$ cat src/rtl/cam_axil_regs_if.sv
// AXI4-Lite channel bundle for the camera capture register file.
interface cam_axil_regs_if #(
  parameter int ADDR_W = 6
);
  logic [ADDR_W-1:0] awaddr;
  logic              awvalid;
  logic              awready;
  logic [31:0]       wdata;
  logic [3:0]        wstrb;
  logic              wvalid;
  logic              wready;
  logic [1:0]        bresp;
  logic              bvalid;
  logic              bready;
  logic [ADDR_W-1:0] araddr;
  logic              arvalid;
  logic              arready;
  logic [31:0]       rdata;
  logic [1:0]        rresp;
  logic              rvalid;
  logic              rready;

  modport master (
    output awaddr, awvalid, wdata, wstrb, wvalid, bready, araddr, arvalid, rready,
    input  awready, wready, bresp, bvalid, arready, rdata, rresp, rvalid
  );

  modport slave (
    input  awaddr, awvalid, wdata, wstrb, wvalid, bready, araddr, arvalid, rready,
    output awready, wready, bresp, bvalid, arready, rdata, rresp, rvalid
  );
endinterface

$ cat src/rtl/cam_axil_regs.sv
// AXI4-Lite register file for the camera capture path: control, frame-buffer
// base address, test-pattern mode, frame counter and sticky interrupt status.
module cam_axil_regs #(
  parameter int          ADDR_W           = 6,
  parameter logic [31:0] RESET_FRAME_ADDR = 32'h0000_0000
) (
  input  logic                   clk,
  input  logic                   rstn,
  cam_axil_regs_if.slave         axil,
  output logic                   cfg_enable,
  output logic [31:0]            cfg_frame_addr,
  output logic                   cfg_test_mode,
  input  logic                   sts_busy,
  input  logic                   frame_done,
  input  logic                   fifo_ovf,
  output logic                   irq
);

  localparam int IDX_W = ADDR_W - 2;
  localparam logic [IDX_W-1:0] OFS_CTRL   = IDX_W'(0);
  localparam logic [IDX_W-1:0] OFS_FADDR  = IDX_W'(1);
  localparam logic [IDX_W-1:0] OFS_STATUS = IDX_W'(2);
  localparam logic [IDX_W-1:0] OFS_TEST   = IDX_W'(3);
  localparam logic [IDX_W-1:0] OFS_IRQ    = IDX_W'(4);
  localparam logic [1:0]       RESP_OKAY   = 2'b00;
  localparam logic [1:0]       RESP_SLVERR = 2'b10;

  typedef enum logic { W_IDLE = 1'b0, W_RESP = 1'b1 } w_state_t;
  typedef enum logic { R_IDLE = 1'b0, R_DATA = 1'b1 } r_state_t;

  // Byte-lane merge of a write into an existing 32-bit register.
  function automatic logic [31:0] merge_strb(input logic [31:0] old_v,
                                             input logic [31:0] new_v,
                                             input logic [3:0]  strb);
    logic [31:0] res;
    for (int b = 0; b < 4; b++) begin
      res[8*b +: 8] = strb[b] ? new_v[8*b +: 8] : old_v[8*b +: 8];
    end
    return res;
  endfunction

  // The decoded map is contiguous from offset 0 up to IRQ_STAT.
  function automatic logic is_mapped(input logic [IDX_W-1:0] idx);
    return idx <= OFS_IRQ;
  endfunction

  w_state_t          w_state, w_next;
  r_state_t          r_state, r_next;
  logic              active;
  logic              aw_held, w_held;
  logic              aw_hs, w_hs, ar_hs, do_write;
  logic [IDX_W-1:0]  aw_idx_q;
  logic [31:0]       wdata_q;
  logic [3:0]        wstrb_q;
  logic [IDX_W-1:0]  wr_idx, rd_idx;
  logic [31:0]       wr_data, rd_word;
  logic [3:0]        wr_strb;
  logic [1:0]        stat_clr;
  logic [2:0]        ctrl_q;
  logic [31:0]       frame_addr_q;
  logic              test_q;
  logic [1:0]        stat_q;
  logic [15:0]       frame_cnt_q;
  logic              unused_addr_bits;

  assign unused_addr_bits = ^{axil.awaddr[1:0], axil.araddr[1:0]};

  // A channel that has not yet handshaken supplies its beat directly, so the
  // write lands on the same edge as the later of the AW/W handshakes.
  assign wr_idx  = aw_held ? aw_idx_q : axil.awaddr[ADDR_W-1:2];
  assign wr_data = w_held  ? wdata_q  : axil.wdata;
  assign wr_strb = w_held  ? wstrb_q  : axil.wstrb;
  assign rd_idx  = axil.araddr[ADDR_W-1:2];

  // Write FSM next-state, ready/valid outputs and write-apply strobe.
  always_comb begin
    w_next       = w_state;
    axil.awready = 1'b0;
    axil.wready  = 1'b0;
    axil.bvalid  = 1'b0;
    aw_hs        = 1'b0;
    w_hs         = 1'b0;
    do_write     = 1'b0;
    case (w_state)
      W_IDLE: begin
        axil.awready = active & ~aw_held;
        axil.wready  = active & ~w_held;
        aw_hs        = axil.awvalid & active & ~aw_held;
        w_hs         = axil.wvalid & active & ~w_held;
        if ((aw_held | aw_hs) && (w_held | w_hs)) begin
          do_write = 1'b1;
          w_next   = W_RESP;
        end
      end
      W_RESP: begin
        axil.bvalid = 1'b1;
        if (axil.bready) w_next = W_IDLE;
      end
      default: w_next = W_IDLE;
    endcase
  end

  // Write FSM state, AW/W capture flags and response code.
  always_ff @(posedge clk or negedge rstn) begin
    if (!rstn) begin
      w_state    <= W_IDLE;
      active     <= 1'b0;
      aw_held    <= 1'b0;
      w_held     <= 1'b0;
      axil.bresp <= RESP_OKAY;
    end else begin
      w_state <= w_next;
      active  <= 1'b1;
      if (do_write) begin
        aw_held    <= 1'b0;
        w_held     <= 1'b0;
        axil.bresp <= is_mapped(wr_idx) ? RESP_OKAY : RESP_SLVERR;
      end else begin
        if (aw_hs) aw_held <= 1'b1;
        if (w_hs)  w_held  <= 1'b1;
      end
    end
  end

  // Holding registers for an early AW or W beat; qualified by the held flags.
  always_ff @(posedge clk) begin
    if (aw_hs) aw_idx_q <= axil.awaddr[ADDR_W-1:2];
    if (w_hs) begin
      wdata_q <= axil.wdata;
      wstrb_q <= axil.wstrb;
    end
  end

  assign stat_clr = (do_write && wr_idx == OFS_IRQ && wr_strb[0]) ? wr_data[1:0] : 2'b00;

  // Configuration registers, frame counter, sticky status and interrupt.
  always_ff @(posedge clk or negedge rstn) begin
    if (!rstn) begin
      ctrl_q       <= '0;
      frame_addr_q <= RESET_FRAME_ADDR;
      test_q       <= 1'b0;
      stat_q       <= '0;
      frame_cnt_q  <= '0;
      irq          <= 1'b0;
    end else begin
      if (do_write && wr_idx == OFS_CTRL && wr_strb[0]) ctrl_q <= wr_data[2:0];
      if (do_write && wr_idx == OFS_FADDR) frame_addr_q <= merge_strb(frame_addr_q, wr_data, wr_strb);
      if (do_write && wr_idx == OFS_TEST && wr_strb[0]) test_q <= wr_data[0];
      stat_q <= (stat_q & ~stat_clr) | {fifo_ovf, frame_done};
      if (frame_done && ctrl_q[0]) frame_cnt_q <= frame_cnt_q + 16'd1;
      irq <= (stat_q[0] & ctrl_q[1]) | (stat_q[1] & ctrl_q[2]);
    end
  end

  // Read data mux; busy is captured live at the AR handshake.
  always_comb begin
    rd_word = '0;
    case (rd_idx)
      OFS_CTRL:   rd_word = {29'b0, ctrl_q};
      OFS_FADDR:  rd_word = frame_addr_q;
      OFS_STATUS: rd_word = {frame_cnt_q, 15'b0, sts_busy};
      OFS_TEST:   rd_word = {31'b0, test_q};
      OFS_IRQ:    rd_word = {30'b0, stat_q};
      default:    rd_word = '0;
    endcase
  end

  // Read FSM next-state and ready/valid outputs.
  always_comb begin
    r_next       = r_state;
    axil.arready = 1'b0;
    axil.rvalid  = 1'b0;
    ar_hs        = 1'b0;
    case (r_state)
      R_IDLE: begin
        axil.arready = active;
        ar_hs        = axil.arvalid & active;
        if (ar_hs) r_next = R_DATA;
      end
      R_DATA: begin
        axil.rvalid = 1'b1;
        if (axil.rready) r_next = R_IDLE;
      end
      default: r_next = R_IDLE;
    endcase
  end

  // Read FSM state and latched read data/response.
  always_ff @(posedge clk or negedge rstn) begin
    if (!rstn) begin
      r_state    <= R_IDLE;
      axil.rdata <= '0;
      axil.rresp <= RESP_OKAY;
    end else begin
      r_state <= r_next;
      if (ar_hs) begin
        axil.rdata <= rd_word;
        axil.rresp <= is_mapped(rd_idx) ? RESP_OKAY : RESP_SLVERR;
      end
    end
  end

  assign cfg_enable     = ctrl_q[0];
  assign cfg_frame_addr = frame_addr_q;
  assign cfg_test_mode  = test_q;

endmodule

$ cat src/flat_wrapper.sv
// flat-port wrapper written by rule: the top's interface ports become plain ports
module cam_axil_regs_flat 
#(
  parameter int          ADDR_W           = 6,
  parameter logic [31:0] RESET_FRAME_ADDR = 32'h0000_0000
)
  (clk, rstn, cfg_enable, cfg_frame_addr, cfg_test_mode, sts_busy, frame_done, fifo_ovf, irq, axil_awaddr, axil_awvalid, axil_wdata, axil_wstrb, axil_wvalid, axil_bready, axil_araddr, axil_arvalid, axil_rready, axil_awready, axil_wready, axil_bresp, axil_bvalid, axil_arready, axil_rdata, axil_rresp, axil_rvalid);
  cam_axil_regs_if #(.ADDR_W(ADDR_W)) axil_i ();
  input  logic clk;
  input  logic rstn;
  output logic cfg_enable;
  output logic [31:0] cfg_frame_addr;
  output logic cfg_test_mode;
  input  logic sts_busy;
  input  logic frame_done;
  input  logic fifo_ovf;
  output logic irq;
  input wire logic [$bits(axil_i.awaddr)-1:0] axil_awaddr;
  input wire logic [$bits(axil_i.awvalid)-1:0] axil_awvalid;
  input wire logic [$bits(axil_i.wdata)-1:0] axil_wdata;
  input wire logic [$bits(axil_i.wstrb)-1:0] axil_wstrb;
  input wire logic [$bits(axil_i.wvalid)-1:0] axil_wvalid;
  input wire logic [$bits(axil_i.bready)-1:0] axil_bready;
  input wire logic [$bits(axil_i.araddr)-1:0] axil_araddr;
  input wire logic [$bits(axil_i.arvalid)-1:0] axil_arvalid;
  input wire logic [$bits(axil_i.rready)-1:0] axil_rready;
  output wire logic [$bits(axil_i.awready)-1:0] axil_awready;
  output wire logic [$bits(axil_i.wready)-1:0] axil_wready;
  output wire logic [$bits(axil_i.bresp)-1:0] axil_bresp;
  output wire logic [$bits(axil_i.bvalid)-1:0] axil_bvalid;
  output wire logic [$bits(axil_i.arready)-1:0] axil_arready;
  output wire logic [$bits(axil_i.rdata)-1:0] axil_rdata;
  output wire logic [$bits(axil_i.rresp)-1:0] axil_rresp;
  output wire logic [$bits(axil_i.rvalid)-1:0] axil_rvalid;
  assign axil_i.awaddr = axil_awaddr;
  assign axil_i.awvalid = axil_awvalid;
  assign axil_i.wdata = axil_wdata;
  assign axil_i.wstrb = axil_wstrb;
  assign axil_i.wvalid = axil_wvalid;
  assign axil_i.bready = axil_bready;
  assign axil_i.araddr = axil_araddr;
  assign axil_i.arvalid = axil_arvalid;
  assign axil_i.rready = axil_rready;
  assign axil_awready = axil_i.awready;
  assign axil_wready = axil_i.wready;
  assign axil_bresp = axil_i.bresp;
  assign axil_bvalid = axil_i.bvalid;
  assign axil_arready = axil_i.arready;
  assign axil_rdata = axil_i.rdata;
  assign axil_rresp = axil_i.rresp;
  assign axil_rvalid = axil_i.rvalid;
  cam_axil_regs #(.ADDR_W(ADDR_W), .RESET_FRAME_ADDR(RESET_FRAME_ADDR)) u_core (.clk(clk), .rstn(rstn), .axil(axil_i), .cfg_enable(cfg_enable), .cfg_frame_addr(cfg_frame_addr), .cfg_test_mode(cfg_test_mode), .sts_busy(sts_busy), .frame_done(frame_done), .fifo_ovf(fifo_ovf), .irq(irq));
endmodule
$ cat config.mk
export PLATFORM = sky130hd
export DESIGN_NAME = cam_axil_regs_flat
export DESIGN_NICKNAME = d
export VERILOG_FILES = /design/src/rtl/cam_axil_regs_if.sv /design/src/rtl/cam_axil_regs.sv /design/src/flat_wrapper.sv
export SDC_FILE = /design/constraint.sdc
export NUM_CORES = 1
export LEC_CHECK = 0
export CORE_MARGIN = 8
export CORE_UTILIZATION = 54
export CTS_CLUSTER_DIAMETER = 150
export DETAILED_ROUTE_END_ITERATION = 7
export PLACE_DENSITY = 0.85
export SYNTH_ARGS = -nofsm -noshare
export SYNTH_HDL_FRONTEND = slang
export SYNTH_SLANG_ARGS = --single-unit
$ cat constraint.sdc
create_clock -name clk -period 5.8 [get_ports clk]
set_input_delay 1.74 -clock clk [delete_from_list [all_inputs] [get_ports clk]]
set_output_delay 1.74 -clock clk [all_outputs]
set_load 0.01 [all_outputs]
Yosys cells after proc, flatten, opt, wreduce, memory -nomap -nowiden
Cells that the tools add are included.
{"block": "op_classes", "add_sub_neg": 1, "magnitude_cmp": 2, "eq_ne": 7, "muxes": 26, "n_bitwise": 19, "reduce_logical": 17}
{"cell": "$pmux W32 S5", "count": 1}
{"cell": "$mux W32", "count": 1}
{"cell": "$mux W1", "count": 17}
{"cell": "$add A16 B1 Y16 const B", "count": 1}
{"cell": "$eq A4 B2 Y1 const B", "count": 3}
{"cell": "$and A1 B1 Y1", "count": 9}
{"cell": "$logic_and A1 B1 Y1", "count": 9}
{"cell": "$eq A4 B1 Y1 const B", "count": 2}
{"cell": "$eq A4 B3 Y1 const B", "count": 2}
{"cell": "$le A4 B3 Y1 const B", "count": 2}
{"cell": "$logic_not A4 Y1", "count": 2}
{"cell": "$mux W4", "count": 2}
{"cell": "$reduce_and A2 Y1", "count": 4}
{"cell": "$mux W2", "count": 3}
{"cell": "$not A1 Y1", "count": 4}
{"cell": "$pmux W1 S2", "count": 2}
{"cell": "$reduce_bool A2 Y1", "count": 2}
{"cell": "$or A1 B1 Y1", "count": 3}
{"cell": "$and A2 B2 Y2", "count": 1}
{"cell": "$not A2 Y2", "count": 1}
{"cell": "$or A2 B2 Y2", "count": 1}
{"block": "totals", "ff_bits": 136, "out_inout_bits": 76, "wordCells": 92}

Depth between registers and ports, before layout
Gate-level depths: netlist of the first run.
{"block": "depth", "word_depth": 12, "mapped_depth": 7}

Least setup slack after synthesis of the first run
OpenSTA, ideal clock, no wires.
{"block": "synth_timing", "kind": "input -> register", "from": "input port axil_awaddr[5]", "to": "register u_core.frame_addr_q[10], in the netlist u_core.cfg_frame_addr[10]", "setup_time_ns": 0.125, "arrival_time_ns": 3.396, "slack_ns": 2.279, "path_stages": 5, "path_buffers": 1, "path_cell_list": "or3_1 -> a211o_1 -> or4_4 -> buf_6 -> mux2_4"}
{"block": "synth_between", "elab_chain_len": 4}
{"element": "from (decl)", "line_no": "flat_wrapper.sv:18", "text": "input wire logic [$bits(axil_i.awaddr)-1:0] axil_awaddr;"}
{"element": "$mux W4", "line_no": "cam_axil_regs.sv:70", "text": "assign wr_idx = aw_held ? aw_idx_q : axil.awaddr[ADDR_W-1:2];"}
{"element": "$eq A4 B1 Y1", "line_no": "cam_axil_regs.sv:147", "text": "if (do_write && wr_idx == OFS_FADDR) frame_addr_q <= merge_strb(frame_addr_q, wr_data, wr_strb);"}
{"element": "$logic_and A1 B1 Y1", "line_no": "cam_axil_regs.sv:147"}
{"element": "$reduce_and A2 Y1 (no line)"}
{"element": "to (signal assigned)", "line_no": "cam_axil_regs.sv:147"}
{"element": "to (decl)", "line_no": "cam_axil_regs.sv:60", "text": "logic [31:0] frame_addr_q;"}
No other way between the ends.
A chain may end at the register's enable or synchronous reset.

Worst setup path after layout of the first run
{"block": "layout_timing", "from": "register u_core.w_held", "to": "output port axil_wready"}
{"block": "layout_between", "elab_chain_len": 3}
{"element": "from (decl)", "line_no": "cam_axil_regs.sv:50", "text": "logic aw_held, w_held;"}
{"element": "from (signal assigned)", "line_no": "cam_axil_regs.sv:109", "text": "w_held <= 1'b0;"}
{"element": "from (signal assigned)", "line_no": "cam_axil_regs.sv:116", "text": "w_held <= 1'b0;"}
{"element": "from (signal assigned)", "line_no": "cam_axil_regs.sv:120", "text": "if (w_hs) w_held <= 1'b1;"}
{"element": "$not A1 Y1", "line_no": "cam_axil_regs.sv:87", "text": "axil.wready = active & ~w_held;"}
{"element": "$and A1 B1 Y1", "line_no": "cam_axil_regs.sv:87"}
{"element": "$mux W1", "line_no": "cam_axil_regs.sv:84", "text": "case (w_state)"}
{"element": "to (decl)", "line_no": "flat_wrapper.sv:28", "text": "output wire logic [$bits(axil_i.wready)-1:0] axil_wready;"}
No other way between the ends.

==> key figures, run 1 <==
Outcome
  – Status: finished, final reports clean

Logic synthesis
  – Mux contribution to synthesized area: roughly 17%
  – Top cell type by total area after synthesis: dfrtp_1
  – Synth Area in XOR/XNOR: approximately 2.3%
  – Largest family of logic cells by synthesized area: multiplexers
  – Synth async-reset ratio: 70.1%
  – Seq/Total Area, Yosys: approximately three fifths
  – Most common cell in the netlist: dfrtp_1
  – Synth area leaders: dfrtp_1 (41%), edfxtp_1 (21%), mux2_4 (8.4%)
  – Synth Area in Adders: 0.218%
  – Post-synth top flop: dfrtp_1
  – Post-Synthesis Cell Area: approximately 0.0057 mm2
  – Synth Register Bits: about 130
  – Avg Cell Area, Syn: 13.8 um2
  – Yosys synthesis warning count: 0
  – Top post-synthesis cells by count: dfrtp_1 (94), nand2_1 (43), edfxtp_1 (40), mux2_2 (34), mux2_4 (32)
  – Number of synthesized flops with an enable pin: 40
  – Area share of the largest cell type after synthesis: between 40% and 50%
  – Post-Synth Simple-Gate Area: 9.02%
  – Synth Area in Compound Gates: about 6.7%
  – Post-synthesis cell count: 415
  – Synth cell types: 45

Critical path
  – Worst EP required: 4060 ps
  – Slowest cell delay on critical path: between 900 and 1000 ps
  – Stages on the worst setup path: 2
  – Crit path arrival time: approximately 2200 ps
  – Crit path capture type: primary output
  – R2r setup slk: ~3000 ps
  – Startpoint types: flop
  – Critical Path Fanout Max: 39
  – Cells on worst reg2reg path: 4
  – Critical path type: flop to primary output
  – Worst path bufs/invs: 1
  – Max stage delay cell, worst path: dfrtp_2
  – R2r endpoint: u_core.cfg_frame_addr[6]$_DFFE_PN0P_
  – RR Startpoint: u_core.w_held$_DFFE_PN0P_
  – CP delay by family, top: flip-flops
  – Worst path cell trace: nor2_1 -> clkdlybuf4s50_1

Job
  – Max-Cap Viols: 0

STA
  – Fin worst setup slack: 1880 ps
  – Period utilization: 67.6%
  – Setup TNS: 0 ps
  – Slew Viols, Final: 0
  – Final-report hold violation count: 0
  – Worst hold slack: slightly below 500 ps
  – Worst Max-Slew Pin Slew: 1180 ps
  – Fmax: between 200 and 300 MHz
  – Clock Skew: 10.2 ps
  – RSZ-0062 raised after global routing: no
  – Max-slew headroom: between 20% and 30%
  – Final Setup Violations: 0
  – Final Critical Period: 3920 ps

Placed design
  – DPL Wire Length: 9740 um
  – Placed cell count: 660
  – Pre-CTS setup slack: 1520 ps
  – GP Congestion: 0.831
  – Buffers added on ports: ~130

Clocking
  – TritonCTS Buffers: 17
  – Post-CTS sizing: 0
  – Clk sinks: about 130
  – TritonCTS clock tree: yes
  – # hold bufs at CTS: 0
  – Maximum clock path buffer count: 2
  – H-tree Lvls: 4
  – Clock-pin slew on the worst setup and hold paths: 60 ps
  – Root buffer cell: clkbuf_8
  – Post-CTS setup buffers: 0
  – Worst-Skew Late Latency: 530 ps

Cells and area
  – Post-Layout Cell Count: 692
  – Final nets: 602
  – Share of cells above drive strength 1: 18.7%
  – Ant. Diodes: 0
  – Layout area overhead: 33.9%

Power and ir drop
  – Logic gate share of total power: 21.5%
  – NetSw: 0.000830 W
  – Clock share of power: a little over a third
  – Peak supply drop: 0.334 mV
  – Switching Fraction: 27.5%
  – P_int: between 0.002 and 0.0025 W
  – Power per cell area: 393 mW/mm2
  – LEAKAGE: 3.37 nW
  – Sequential Power Share: 43.0%
  – Total power: 0.00302 W

Global route
  – Initial antenna violation count: 0
  – Overflow after GRT: 0
  – Global-route wire length before repair: 23,700 um
  – Vias in the first global route: around 4.3k
  – Pin count of the biggest net entering global routing: 60
  – Total GRT Usage: 21.3%

Route
  – Via Count: between 3k and 4k
  – Vias per cell: 5.75
  – Routed len/inst: 21.1 um
  – DRC: 0
  – Post-DRT Antenna Nets: 0
  – Router iterations before antenna repair: 5
  – DRT iter0 DRCs: 189
  – WL final: around 15,000 um

Floorplanning
  – I/O pins: approximately 130
  – Core Area: 0.0103 mm2
  – Die X: 119 um
  – Die area: ~0.014 mm2
  – Die Y: between 100 and 150 um
  – Initial core utilization: 55.5%
  – FP Rows: 37

Worst hold path
  – Worst min path class: flop to flop
  – Hold Startpoint: u_core.frame_cnt_q[15]$_DFFE_PN0P_
  – Hold Path Sink: u_core.frame_cnt_q[15]$_DFFE_PN0P_
  – Hold path depth: 1
## through the flow
step	instance area (um2)	util, %
2_1_floorplan	5740	-
3_3_place_gp	7080	68.6
3_5_place_dp	7080	68.6
4_1_cts	7670	74.3
5_1_grt	7670	74.3
6_report	7670	74.3
## state kept, by name, indices dropped and copies added, names as in the netlist
register	cells
u_core.wstrb_q	4
u_core.w_state	1
u_core.axil.bresp	1
u_core.axil.rdata	32
u_core.ctrl_q	3
u_core.aw_idx_q	4
u_core.active	1
u_core.axil.rresp	1
u_core.wdata_q	32
u_core.cfg_test_mode	1
u_core.stat_q	2
u_core.irq	1
u_core.frame_cnt_q	16
u_core.cfg_frame_addr	32
u_core.aw_held	1
u_core.w_held	1
u_core.r_state	1
## layer usage
metal / track usage (%) / wire length, um
met1: 25.3 / 6040
met3: 8.74 / 1260
met2: 34.0 / 7060
met5: 0 / 0
met4: 7.91 / 263
## power groups by stage
stage                     Clock [W]  Sequential [W]  Combinational, W
after floorplan                   0         0.00125          0.000364
after global placement            0         0.00130          0.000625
final                       0.00107         0.00130          0.000649
after CTS                   0.00108         0.00130          0.000657
after detailed placement          0         0.00131          0.000647
after global routing        0.00112         0.00132          0.000693
## area by class of cell
| class | instances | area (um2) |
|---|---|---|
| Clock buffer | 22 | 474 |
| Clock inverter | 10 | 119 |
| Fill cell | 656 | 2650 |
| Inverter | 10 | 37.5 |
| Multi-Input combinational cell | 251 | 2030 |
| Sequential cell | 134 | 3550 |
| Tap cell | 136 | 170 |
| Timing Repair Buffer | 129 | 1280 |
## placed cells by master (no fill, tap or decap), types with 4 or more instances in the layout
cell / netlist / final
xor2_1: 5 / 5
o21ai_0: 6 / 6
mux2i_1: 8 / 8
a22o_1: 15 / 15
a22oi_1: 16 / 16
nand4_1: 6 / 6
dfrtp_1: 94 / 93
nand2_1: 43 / 43
inv_1: 10 / 10
nor2_1: 18 / 18
clkbuf_16: 0 / 17
mux2_2: 34 / 34
clkdlybuf4s50_1: 0 / 126
and3_1: 4 / 4
a31oi_1: 4 / 4
xnor2_1: 10 / 10
nand3_1: 6 / 6
edfxtp_1: 40 / 40
nor3_1: 5 / 5
mux2_4: 32 / 32
## how the worst max path moves through the flow
stage | start | endpoint | slack [ps]
2_1_floorplan | axil_awaddr[5] | u_core.cfg_frame_addr[10]$_DFFE_PN0P_ | 2280
3_3_place_gp | axil_awaddr[5] | u_core.cfg_frame_addr[6]$_DFFE_PN0P_ | 1570
3_5_place_dp | axil_awaddr[5] | u_core.cfg_frame_addr[4]$_DFFE_PN0P_ | 1520
4_1_cts | u_core.w_held$_DFFE_PN0P_ | axil_wready | 1840
5_1_grt | u_core.w_held$_DFFE_PN0P_ | axil_wready | 1780
6_report | u_core.w_held$_DFFE_PN0P_ | axil_wready | 1880
## cell families after synthesis
logic type               Yosys count
XOR/XNOR                          15
AO/OA/AOI/OAI                     51
multiplexers                      77
AND/OR/NAND/NOR                  104
adder cells (fa/ha/maj)            1
flip-flops                       134
other                              2
buffers and inverters             31
(Power assumes the default switching activity.)
==> run 2: changes to the inputs <==
CORE_UTILIZATION = 45   (was 54)
PLACE_DENSITY = 0.76   (was 0.85)
clock period = 3.5 ns   (was 5.8 ns; I/O delays follow)
==> key figures, run 2 (synthesized netlist as in run 1, its figures left out) <==
Outcome
  – Status: finished, final reports clean

Power and ir drop
  – LEAKAGE: 3.38 nW
  – Peak supply drop: 0.333 mV
  – Power per cell area: 633 mW/mm2

Global route
  – Busiest grt layer: met2
  – Initial antenna violation count: 1
  – Overflow after GRT: 0
  – Global-route wire length before repair: 22,200 um
  – Grt met3 use: between 4 and 5%
  – GRT met1 Usage: 20.4%
  – Total GRT Usage: between 10% and 20%
  – M2 GR Usage: 29.4%
  – Pin count of the biggest net entering global routing: 63
  – Vias in the first global route: 4,179

Critical path
  – CP delay by family, top: simple AND/OR/NAND/NOR gates
  – Crit path capture type: flop
  – Worst EP required: approximately 3800 ps
  – Crit path arrival time: roughly 3300 ps
  – Worst path cell trace: clkdlybuf4s50_1 -> or3_1 -> a211o_1 -> or4_1 -> buf_4 -> mux2_4
  – Startpoint types: primary input
  – Max stage delay cell, worst path: or4_1
  – RR Startpoint: u_core.aw_held$_DFFE_PN0P_
  – Slowest cell delay on critical path: 510 ps
  – R2r setup slk: between 900 and 1000 ps
  – Critical path type: primary input to flop
  – Cells on worst reg2reg path: 5
  – Worst path bufs/invs: 2
  – Critical Path Fanout Max: 8
  – R2r endpoint: u_core.cfg_frame_addr[2]$_DFFE_PN0P_

Route
  – Routed len/inst: between 15 and 20 um
  – DRC: 0
  – Post-DRT Antenna Nets: 0
  – WL final: 13,800 um
  – Router iterations before antenna repair: 6
  – Via Count: a little under 4k
  – Vias per cell: 5.33
  – DRT iter0 DRCs: 250

Placed design
  – Buffers added on ports: 127
  – Placed cell count: 702
  – DPL Wire Length: between 9000 and 10,000 um
  – GP Congestion: 0.850

Clocking
  – # hold bufs at CTS: 0
  – TritonCTS Buffers: 17
  – Post-CTS sizing: 0
  – Worst-Skew Late Latency: 400 ps
  – H-tree Lvls: 4
  – Post-CTS setup buffers: 0
  – Clock-pin slew on the worst setup and hold paths: 50 ps
  – Root buffer cell: clkbuf_16
  – Maximum clock path buffer count: 2
  – TritonCTS clock tree: yes
  – Clk sinks: 134

Worst hold path
  – Hold Startpoint: u_core.frame_cnt_q[15]$_DFFE_PN0P_
  – Worst min path class: flop to flop
  – Hold path depth: 1
  – Hold Path Sink: u_core.frame_cnt_q[15]$_DFFE_PN0P_

Job
  – Max-Cap Viols: 0

STA
  – Fmax: 329 MHz
  – Max-slew headroom: 46.2%
  – Clock Skew: 7.93 ps
  – Slew Viols, Final: 0
  – Final-report hold violation count: 0
  – Final Setup Violations: 0
  – Setup TNS: 0 ps
  – RSZ-0062 raised after global routing: no
  – Worst Max-Slew Pin Slew: between 800 and 900 ps
  – Final Critical Period: between 3000 and 4000 ps
  – Period utilization: 86.8%

Cells and area
  – Most frequent cells in the layout: clkdlybuf4s50_1 (126), dfrtp_1 (93), nand2_1 (43), edfxtp_1 (40), mux2_2 (34)
  – Layout fillers: 964
  – Share of cells above drive strength 1: 19.0%
  – Ant. Diodes: 0
  – Layout area overhead: 35.1%
  – Post-Layout Cell Count: 734
  – Commonest non-fill, non-tap cell in the layout: clkdlybuf4s50_1
  – Final nets: about 610

Floorplanning
  – I/O pins: 134
  – FP Rows: 41
  – Die Y: around 130 um
  – Die area: 0.0166 mm2
  – Die X: 129 um
  – Core Area: 0.0125 mm2
  – Initial core utilization: 45.8%
## run 2: cell count changes in the layout (fill, tap and decap cells not counted), moves of 2 or more
cell and change:
buf_4 +5, clkbuf_8 -2, clkinv_1 +2, clkinv_2 +2, inv_6 -2
## run 2: power breakdown
part           total [W]  leakage [nW]  internal [W]  switching, W
combinational    0.00113          1.49      0.000691      0.000435
clock            0.00168         0.272       0.00106      0.000627
sequential       0.00209          1.62       0.00185      0.000245
total            0.00490          3.38       0.00360       0.00131
## run 2: routing by layer
layer  share of wire, %  up-vias
met2                 51      126
li1                   -     1785
met1                 42     1984
met4               0.88        2
met3                6.4       13
met5              0.073        -
## run 2: final cells by class
cell class | instances | area [um2] | area share (%)
clock buffers | 21 | 450 | 5.82
inverters | 10 | 37.5 | 0.485
well taps | 172 | 215 | 2.78
flip-flops and latches | 134 | 3550 | 45.9
multi-input cells | 251 | 2030 | 26.3
clock inverters | 11 | 111 | 1.44
repair buffers | 135 | 1340 | 17.3
## run 2: stage by stage
stage | hold slack (ps) | power (W) | instance area, um2 | worst slack [ps] | utilization, %
6_report | 477 | 0.00490 | 7740 | 462 | 61.9
5_1_grt | 483 | 0.00512 | 7740 | 442 | 61.9
4_1_cts | 479 | 0.00496 | 7740 | 499 | 61.9
3_5_place_dp | 467 | 0.00326 | 7180 | 68.8 | 57.4
3_3_place_gp | 465 | 0.00322 | 7180 | 134 | 57.4
2_1_floorplan | 446 | 0.00268 | 5740 | 669 | -
## run 2: how the worst max path moves through the flow
stage | end | cells after the start | from
finish | u_core.cfg_frame_addr[2]$_DFFE_PN0P_ | 6 | axil_awaddr[5]
global route | u_core.cfg_frame_addr[2]$_DFFE_PN0P_ | 6 | axil_awaddr[5]
CTS | u_core.cfg_frame_addr[2]$_DFFE_PN0P_ | 6 | axil_awaddr[5]
detailed placement | u_core.cfg_frame_addr[2]$_DFFE_PN0P_ | 6 | axil_awaddr[5]
global placement | u_core.cfg_frame_addr[2]$_DFFE_PN0P_ | 6 | axil_awaddr[5]
floorplan | u_core.cfg_frame_addr[10]$_DFFE_PN0P_ | 5 | axil_awaddr[5]
